### src/rtl/fwd_hazard_if.sv
// ID-stage request bundle and forwarding/stall response of the TinyV hazard controller.
// The master (decode stage) drives the ID fields; the slave (fwd_hazard_ctrl) drives selects, stall and a debug view.
interface fwd_hazard_if #(
  parameter int REG_ADDR_WIDTH = 5,
  parameter int SEL_WIDTH      = 2
);
  // id_valid qualifies every id_* field in the cycle it is high. stall is the only back-pressure:
  // while stall=1 the decode stage must hold the same instruction in ID, and it is taken
  // (enters EX) on the first rising edge where id_valid=1, stall=0 and flush=0.
  logic                      id_valid;
  logic [REG_ADDR_WIDTH-1:0] id_rs1;
  logic [REG_ADDR_WIDTH-1:0] id_rs2;
  logic                      id_rs1_used;
  logic                      id_rs2_used;
  logic [REG_ADDR_WIDTH-1:0] id_rd;
  logic                      id_reg_write;
  logic                      id_mem_read;
  logic                      flush;
  logic [SEL_WIDTH-1:0]      fwd_a_sel;
  logic [SEL_WIDTH-1:0]      fwd_b_sel;
  logic                      stall;
  // {WB, MEM, EX} shadow entries, each packed as {valid, rd, reg_write, mem_read}
  logic [3*(REG_ADDR_WIDTH+3)-1:0] shadow_dbg;

  modport master (
    output id_valid, id_rs1, id_rs2, id_rs1_used, id_rs2_used,
    output id_rd, id_reg_write, id_mem_read, flush,
    input  fwd_a_sel, fwd_b_sel, stall, shadow_dbg
  );

  modport slave (
    input  id_valid, id_rs1, id_rs2, id_rs1_used, id_rs2_used,
    input  id_rd, id_reg_write, id_mem_read, flush,
    output fwd_a_sel, fwd_b_sel, stall, shadow_dbg
  );
endinterface

### src/rtl/fwd_hazard_ctrl.sv
// TinyV forwarding/hazard controller: shadows EX/MEM/WB destinations, registers EX operand selects, raises load-use stall.
// Optional TINYV_HAZARD_STATS_EN adds stall_count/fwd_count statistics outputs.
module fwd_hazard_ctrl #(
  parameter int REG_ADDR_WIDTH = 5,
  parameter int SEL_WIDTH      = 2
) (
  input  logic         clk,
  input  logic         rst,
  fwd_hazard_if.slave  bus
`ifdef TINYV_HAZARD_STATS_EN
  ,
  output logic [31:0]  stall_count,
  output logic [31:0]  fwd_count
`endif
);

  typedef struct packed {
    logic                      valid;
    logic [REG_ADDR_WIDTH-1:0] rd;
    logic                      reg_write;
    logic                      mem_read;
  } shadow_t;

  localparam logic [SEL_WIDTH-1:0] SEL_RF  = SEL_WIDTH'(0);
  localparam logic [SEL_WIDTH-1:0] SEL_MEM = SEL_WIDTH'(1);
  localparam logic [SEL_WIDTH-1:0] SEL_WB  = SEL_WIDTH'(2);

  shadow_t ex_q, mem_q, wb_q;
  shadow_t ex_d;
  logic [SEL_WIDTH-1:0] sel_a_q, sel_b_q;
  logic [SEL_WIDTH-1:0] sel_a_d, sel_b_d;
  logic ex_is_load;
  logic stall_c;
  logic id_issue;

  function automatic logic produces(input shadow_t e, input logic [REG_ADDR_WIDTH-1:0] r);
    return e.valid && e.reg_write && (e.rd == r) && (r != '0);
  endfunction

  // Producer now in EX sits in MEM when the consumer reaches EX, hence SEL_MEM; EX is checked first so the newest wins.
  function automatic logic [SEL_WIDTH-1:0] pick_sel(
    input logic                      used,
    input logic [REG_ADDR_WIDTH-1:0] rs,
    input shadow_t                   ex,
    input shadow_t                   mem
  );
    logic [SEL_WIDTH-1:0] sel;
    sel = SEL_RF;
    if (used) begin
      if (produces(ex, rs))       sel = SEL_MEM;
      else if (produces(mem, rs)) sel = SEL_WB;
    end
    return sel;
  endfunction

  assign ex_is_load = ex_q.valid && ex_q.mem_read && ex_q.reg_write && (ex_q.rd != '0);

  always_comb begin
    stall_c = 1'b0;
    if (bus.id_valid && !bus.flush && ex_is_load) begin
      stall_c = (bus.id_rs1_used && (bus.id_rs1 == ex_q.rd)) ||
                (bus.id_rs2_used && (bus.id_rs2 == ex_q.rd));
    end
  end

  assign id_issue = bus.id_valid && !stall_c && !bus.flush;

  always_comb begin
    ex_d    = '0;
    sel_a_d = SEL_RF;
    sel_b_d = SEL_RF;
    if (id_issue) begin
      ex_d.valid     = 1'b1;
      ex_d.rd        = bus.id_rd;
      ex_d.reg_write = bus.id_reg_write;
      ex_d.mem_read  = bus.id_mem_read;
      sel_a_d        = pick_sel(bus.id_rs1_used, bus.id_rs1, ex_q, mem_q);
      sel_b_d        = pick_sel(bus.id_rs2_used, bus.id_rs2, ex_q, mem_q);
    end
  end

  // MEM and WB advance every edge, even across stall/flush, so older instructions always retire.
  always_ff @(posedge clk or posedge rst) begin
    if (rst) begin
      ex_q    <= '0;
      mem_q   <= '0;
      wb_q    <= '0;
      sel_a_q <= SEL_RF;
      sel_b_q <= SEL_RF;
    end else begin
      ex_q    <= ex_d;
      mem_q   <= ex_q;
      wb_q    <= mem_q;
      sel_a_q <= sel_a_d;
      sel_b_q <= sel_b_d;
    end
  end

  assign bus.fwd_a_sel  = sel_a_q;
  assign bus.fwd_b_sel  = sel_b_q;
  assign bus.stall      = stall_c;
  assign bus.shadow_dbg = {wb_q, mem_q, ex_q};

`ifdef TINYV_HAZARD_STATS_EN
  logic [31:0] fwd_inc;

  assign fwd_inc = 32'(sel_a_d != SEL_RF) + 32'(sel_b_d != SEL_RF);

  always_ff @(posedge clk or posedge rst) begin
    if (rst) begin
      stall_count <= '0;
      fwd_count   <= '0;
    end else begin
      stall_count <= stall_count + 32'(stall_c);
      fwd_count   <= fwd_count + fwd_inc;
    end
  end
`endif

  a_sel_never_3 : assert property (@(posedge clk) disable iff (rst)
    (sel_a_q != {SEL_WIDTH{1'b1}}) && (sel_b_q != {SEL_WIDTH{1'b1}}));

endmodule

### src/flat_wrapper.sv
// flat-port wrapper written by rule: the top's interface ports become plain ports
module fwd_hazard_ctrl_flat 
#(
  parameter int REG_ADDR_WIDTH = 5,
  parameter int SEL_WIDTH      = 2
)
  (clk, rst, bus_id_valid, bus_id_rs1, bus_id_rs2, bus_id_rs1_used, bus_id_rs2_used, bus_id_rd, bus_id_reg_write, bus_id_mem_read, bus_flush, bus_fwd_a_sel, bus_fwd_b_sel, bus_stall, bus_shadow_dbg);
  fwd_hazard_if #(.REG_ADDR_WIDTH(REG_ADDR_WIDTH), .SEL_WIDTH(SEL_WIDTH)) bus_i ();
  input  logic clk;
  input  logic rst;
  input wire logic [$bits(bus_i.id_valid)-1:0] bus_id_valid;
  input wire logic [$bits(bus_i.id_rs1)-1:0] bus_id_rs1;
  input wire logic [$bits(bus_i.id_rs2)-1:0] bus_id_rs2;
  input wire logic [$bits(bus_i.id_rs1_used)-1:0] bus_id_rs1_used;
  input wire logic [$bits(bus_i.id_rs2_used)-1:0] bus_id_rs2_used;
  input wire logic [$bits(bus_i.id_rd)-1:0] bus_id_rd;
  input wire logic [$bits(bus_i.id_reg_write)-1:0] bus_id_reg_write;
  input wire logic [$bits(bus_i.id_mem_read)-1:0] bus_id_mem_read;
  input wire logic [$bits(bus_i.flush)-1:0] bus_flush;
  output wire logic [$bits(bus_i.fwd_a_sel)-1:0] bus_fwd_a_sel;
  output wire logic [$bits(bus_i.fwd_b_sel)-1:0] bus_fwd_b_sel;
  output wire logic [$bits(bus_i.stall)-1:0] bus_stall;
  output wire logic [$bits(bus_i.shadow_dbg)-1:0] bus_shadow_dbg;
  assign bus_i.id_valid = bus_id_valid;
  assign bus_i.id_rs1 = bus_id_rs1;
  assign bus_i.id_rs2 = bus_id_rs2;
  assign bus_i.id_rs1_used = bus_id_rs1_used;
  assign bus_i.id_rs2_used = bus_id_rs2_used;
  assign bus_i.id_rd = bus_id_rd;
  assign bus_i.id_reg_write = bus_id_reg_write;
  assign bus_i.id_mem_read = bus_id_mem_read;
  assign bus_i.flush = bus_flush;
  assign bus_fwd_a_sel = bus_i.fwd_a_sel;
  assign bus_fwd_b_sel = bus_i.fwd_b_sel;
  assign bus_stall = bus_i.stall;
  assign bus_shadow_dbg = bus_i.shadow_dbg;
  fwd_hazard_ctrl #(.REG_ADDR_WIDTH(REG_ADDR_WIDTH), .SEL_WIDTH(SEL_WIDTH)) u_core (.clk(clk), .rst(rst), .bus(bus_i));
endmodule
### config.mk
export PLATFORM = sky130hd
export DESIGN_NAME = fwd_hazard_ctrl_flat
export DESIGN_NICKNAME = d
export VERILOG_FILES = /design/src/rtl/fwd_hazard_if.sv /design/src/rtl/fwd_hazard_ctrl.sv /design/src/flat_wrapper.sv
export SDC_FILE = /design/constraint.sdc
export NUM_CORES = 1
export LEC_CHECK = 0
export ABC_AREA = 0
export BUFFER_PORTS_ARGS = -buffer_cell sky130_fd_sc_hd__buf_2
export CAP_MARGIN = 40
export CORE_MARGIN = 5
export CORE_UTILIZATION = 42
export DETAILED_ROUTE_END_ITERATION = 10
export PLACE_DENSITY = 0.73
export SYNTH_ARGS = -nofsm -noshare
export SYNTH_HDL_FRONTEND = slang
export SYNTH_SLANG_ARGS = --single-unit
### constraint.sdc
create_clock -name clk -period 1.9 [get_ports clk]
set_clock_uncertainty 0.2 [all_clocks]
set_input_delay 0.285 -clock clk [delete_from_list [all_inputs] [get_ports clk]]
set_output_delay 0.285 -clock clk [all_outputs]
set_load 0.02 [all_outputs]
==> results.txt <==
outcome -> finished, violations left
failing checks -> setup timing
relative slew slack -> 0.769
ANT nets after route -> 0
R2R cell count -> 4
Root Buffer -> clkbuf_4
CP max stage delay -> 0.56 ns
clock power share -> 0.328
post-synthesis instance area -> 1110 um2
Reg power frac -> 0.527
HP Class -> primary input to flip-flop
sequential area share after synthesis -> 0.630
share of layout cells above drive strength 1 -> 0.461
worst path arrival time -> 1.82 ns
P&R area growth vs syn -> 45.9%
LEAKAGE -> 0.864 nW
Psw -> 0.000296 W
hold path start -> bus_id_rs1[2]
Clock transition at path regs -> 0.14 ns
fin nets -> 178
WS Path Type -> flip-flop to output port
initial core utilization -> 0.445
area of the core -> 2500 um2
Reg-to-Reg Start -> u_core.bus.shadow_dbg[5]
die area -> 3780 um2
syn nets -> 110
hold path cells -> 4
post-synthesis async set-or-reset flop share -> 1.00
CP Capture Type -> output port
initial antenna violation count -> 0
Tot Pwr -> 0.00121 W
# rows -> 18
Gate power share -> 0.145
switching share of power -> 0.245
post-layout instance area -> 1620 um2
GRT Total Usage -> 0.174
DP HPWL -> 2130 um
Max Slew Vio Count -> 0
routed via count -> 905
worst setup margin -> -0.409 ns
mean post-synth cell area -> 12.8 um2
synth warn -> 0
total I/O pin count -> 52
Cells after Synth -> 87
P per Cell Area -> 745 nW/um2
unrepaired setup endpoints after global routing -> yes
total grt overflow -> 0
PortBufs -> 51
cell internal pwr -> 0.000912 W
slowest stage cell, crit path -> or4_4
largest net degree at the start of global routing -> 29
number of fill cells -> 193
final hold violations -> 0
Least-Margin Pin Slew -> 0.346 ns
fin crit period -> 2.31 ns
adder-cell share of the synthesized area -> 0
vias per inst -> 4.92
htree depth -> 1
Simple-Gate Fraction of Synth Area -> 0.161
utilization after layout -> 0.649
width of the die -> 61.5 um
Max Fclk -> 0.433 GHz
CTS sink cnt -> 28
XOR/XNOR Fraction of Synth Area -> 0.157
post-synthesis compound-gate area fraction -> 0.0371
DR WL/cell -> 15.7 um
diodes inserted -> 0
global-route wire length before repair -> 4620 um
First-pass DRT Iterations -> 4
worst path required time -> 1.41 ns
final WL -> 2880 um
post-route setup TNS -> -0.451 ns
prevailing post-synth register cell -> dfrtp_1
Inserted Clock Buffers -> 3
Worst IR Drop VDD -> 536 uV
DR iter-0 viols -> 25
reg2reg end -> u_core.bus.fwd_a_sel[1]
Max FO, Critical Path -> 5
Post-synth EDFFs -> 0
Startpoint Class -> flip-flop
Yosys reg bits -> 28
post-synthesis mux area share -> 0
largest family of logic cells by synthesized area -> simple AND/OR/NAND/NOR gates
distinct cell type count after synthesis -> 20
clk_lat worst skew -> 0.34 ns
Die Ht -> 61.5 um
flop2flop setup slack -> -0.04 ns
vias in the first global route -> 959
Post-DP Area -> 1430 um2
DR DRC count -> 0
gpl congestion -> 0.801
CTS Buffer Depth -> 2
Max-Cap Viols -> 0
CTS tree -> done
crit-path cells -> or4_4 > o2111ai_4 > inv_2 > buf_6
Setup violations, final -> 2
period utilization -> 1.22
sink of the worst hold path -> u_core.bus.fwd_a_sel[1]
==> how the worst max path moves through the flow <==
stage	startpoint	to	slack, ns	cells after the start
2_1_floorplan	u_core.bus.shadow_dbg[2]	u_core.bus.fwd_a_sel[1]	0.01	4
3_3_place_gp	u_core.bus.shadow_dbg[2]	bus_stall	0.04	4
3_5_place_dp	u_core.bus.shadow_dbg[5]	bus_stall	-0.03	6
4_1_cts	u_core.bus.shadow_dbg[5]	bus_stall	-0.37	4
5_1_grt	u_core.bus.shadow_dbg[5]	bus_stall	-0.49	4
6_report	u_core.bus.shadow_dbg[5]	bus_stall	-0.41	4
==> critical path: cells and delay by family, from the launching register on <==
family / cells / cell delay (ns)
buffers and inverters: 2 / 0.21
AO/OA/AOI/OAI: 1 / 0.23
flip-flops: 1 / 0.49
AND/OR/NAND/NOR: 1 / 0.56
==> metrics by stage <==
step / hold slack [ns] / cells / setup WS [ns]
2_1_floorplan: 0.150 / 87 / 0.0127
3_3_place_gp: 0.154 / 170 / 0.0381
3_5_place_dp: 0.162 / 170 / -0.0301
4_1_cts: 0.102 / 183 / -0.365
5_1_grt: 0.109 / 184 / -0.488
6_report: 0.108 / 184 / -0.409
==> cell usage after synthesis (2+ instances only) <==
| master | n | area [um2] |
|---|---|---|
| nor2b_1 | 2 | 12.5 |
| nor4_1 | 2 | 12.5 |
| o311a_1 | 2 | 20.0 |
| nand3_1 | 4 | 20.0 |
| xor2_1 | 6 | 52.6 |
| or3_1 | 2 | 12.5 |
| and3_1 | 9 | 56.3 |
| nand2_1 | 4 | 15.0 |
| xnor2_1 | 14 | 123 |
| dfrtp_1 | 28 | 701 |
| nor3_1 | 4 | 20.0 |
| nand4_1 | 2 | 12.5 |
==> cell families (layout without fill, tap and decap cells) <==
family,Yosys count,after routing
and+or+nand+nor,31,31
AOI/OAI and AO/OA,4,4
buffers and inverters,4,71
DFF,28,28
xor gates and xnor gates,20,20
==> registers in the layout, indices dropped and copies added (netlist names) <==
signal and count:
u_core.bus.shadow_dbg 24, u_core.bus.fwd_b_sel 2, u_core.bus.fwd_a_sel 2
==> power groups by stage <==
stage	registers (W)	clock network (W)	logic, W
floorplan	0.000670	0	0.0000609
global placement	0.000645	0	0.000153
detailed placement	0.000646	0	0.000157
CTS	0.000635	0.000400	0.000173
global route	0.000640	0.000426	0.000191
finish	0.000637	0.000396	0.000175
==> per-layer routing <==
| layer | vias to the layer above | GRT usage | wire [um] |
|---|---|---|---|
| li1 | 436 | - | - |
| met1 | 434 | 0.199 | 1070 |
| met2 | 31 | 0.310 | 1580 |
| met3 | 4 | 0.0231 | 180 |
| met4 | 0 | 0.100 | 55 |
| met5 | - | 0 | 0 |
==> final cells by class <==
| class | count | area, um2 | area share |
|---|---|---|---|
| clock buffer | 3 | 22.5 | 0.0139 |
| clock inverter | 1 | 30.0 | 0.0185 |
| inverter | 2 | 7.51 | 0.00463 |
| multi-input combinational | 55 | 434 | 0.268 |
| sequential | 28 | 704 | 0.434 |
| tap | 30 | 37.5 | 0.0231 |
| timing repair buffer | 65 | 387 | 0.238 |
==> cell usage in the layout, fill, tap and decap left out, types with 4 or more instances in the layout <==
cell | Yosys | layout
xor2_1 | 6 | 6
nor3_1 | 4 | 4
buf_4 | 0 | 6
dlygate4sd3_1 | 0 | 8
and3_1 | 9 | 9
nand2_1 | 4 | 4
buf_2 | 0 | 50
xnor2_1 | 14 | 12
nand3_1 | 4 | 4
dfrtp_1 | 28 | 25
==> timing repair <==
item	CTS	global route
pin swaps	0	4
gates cloned	0	0
hold endpoints to repair	35	0
gates resized for setup	3	7
hold buffers	8	0
endpoints found under the setup margin	6	13
buffers inserted	1	2
Note: power is estimated with default switching activity, not from simulation.
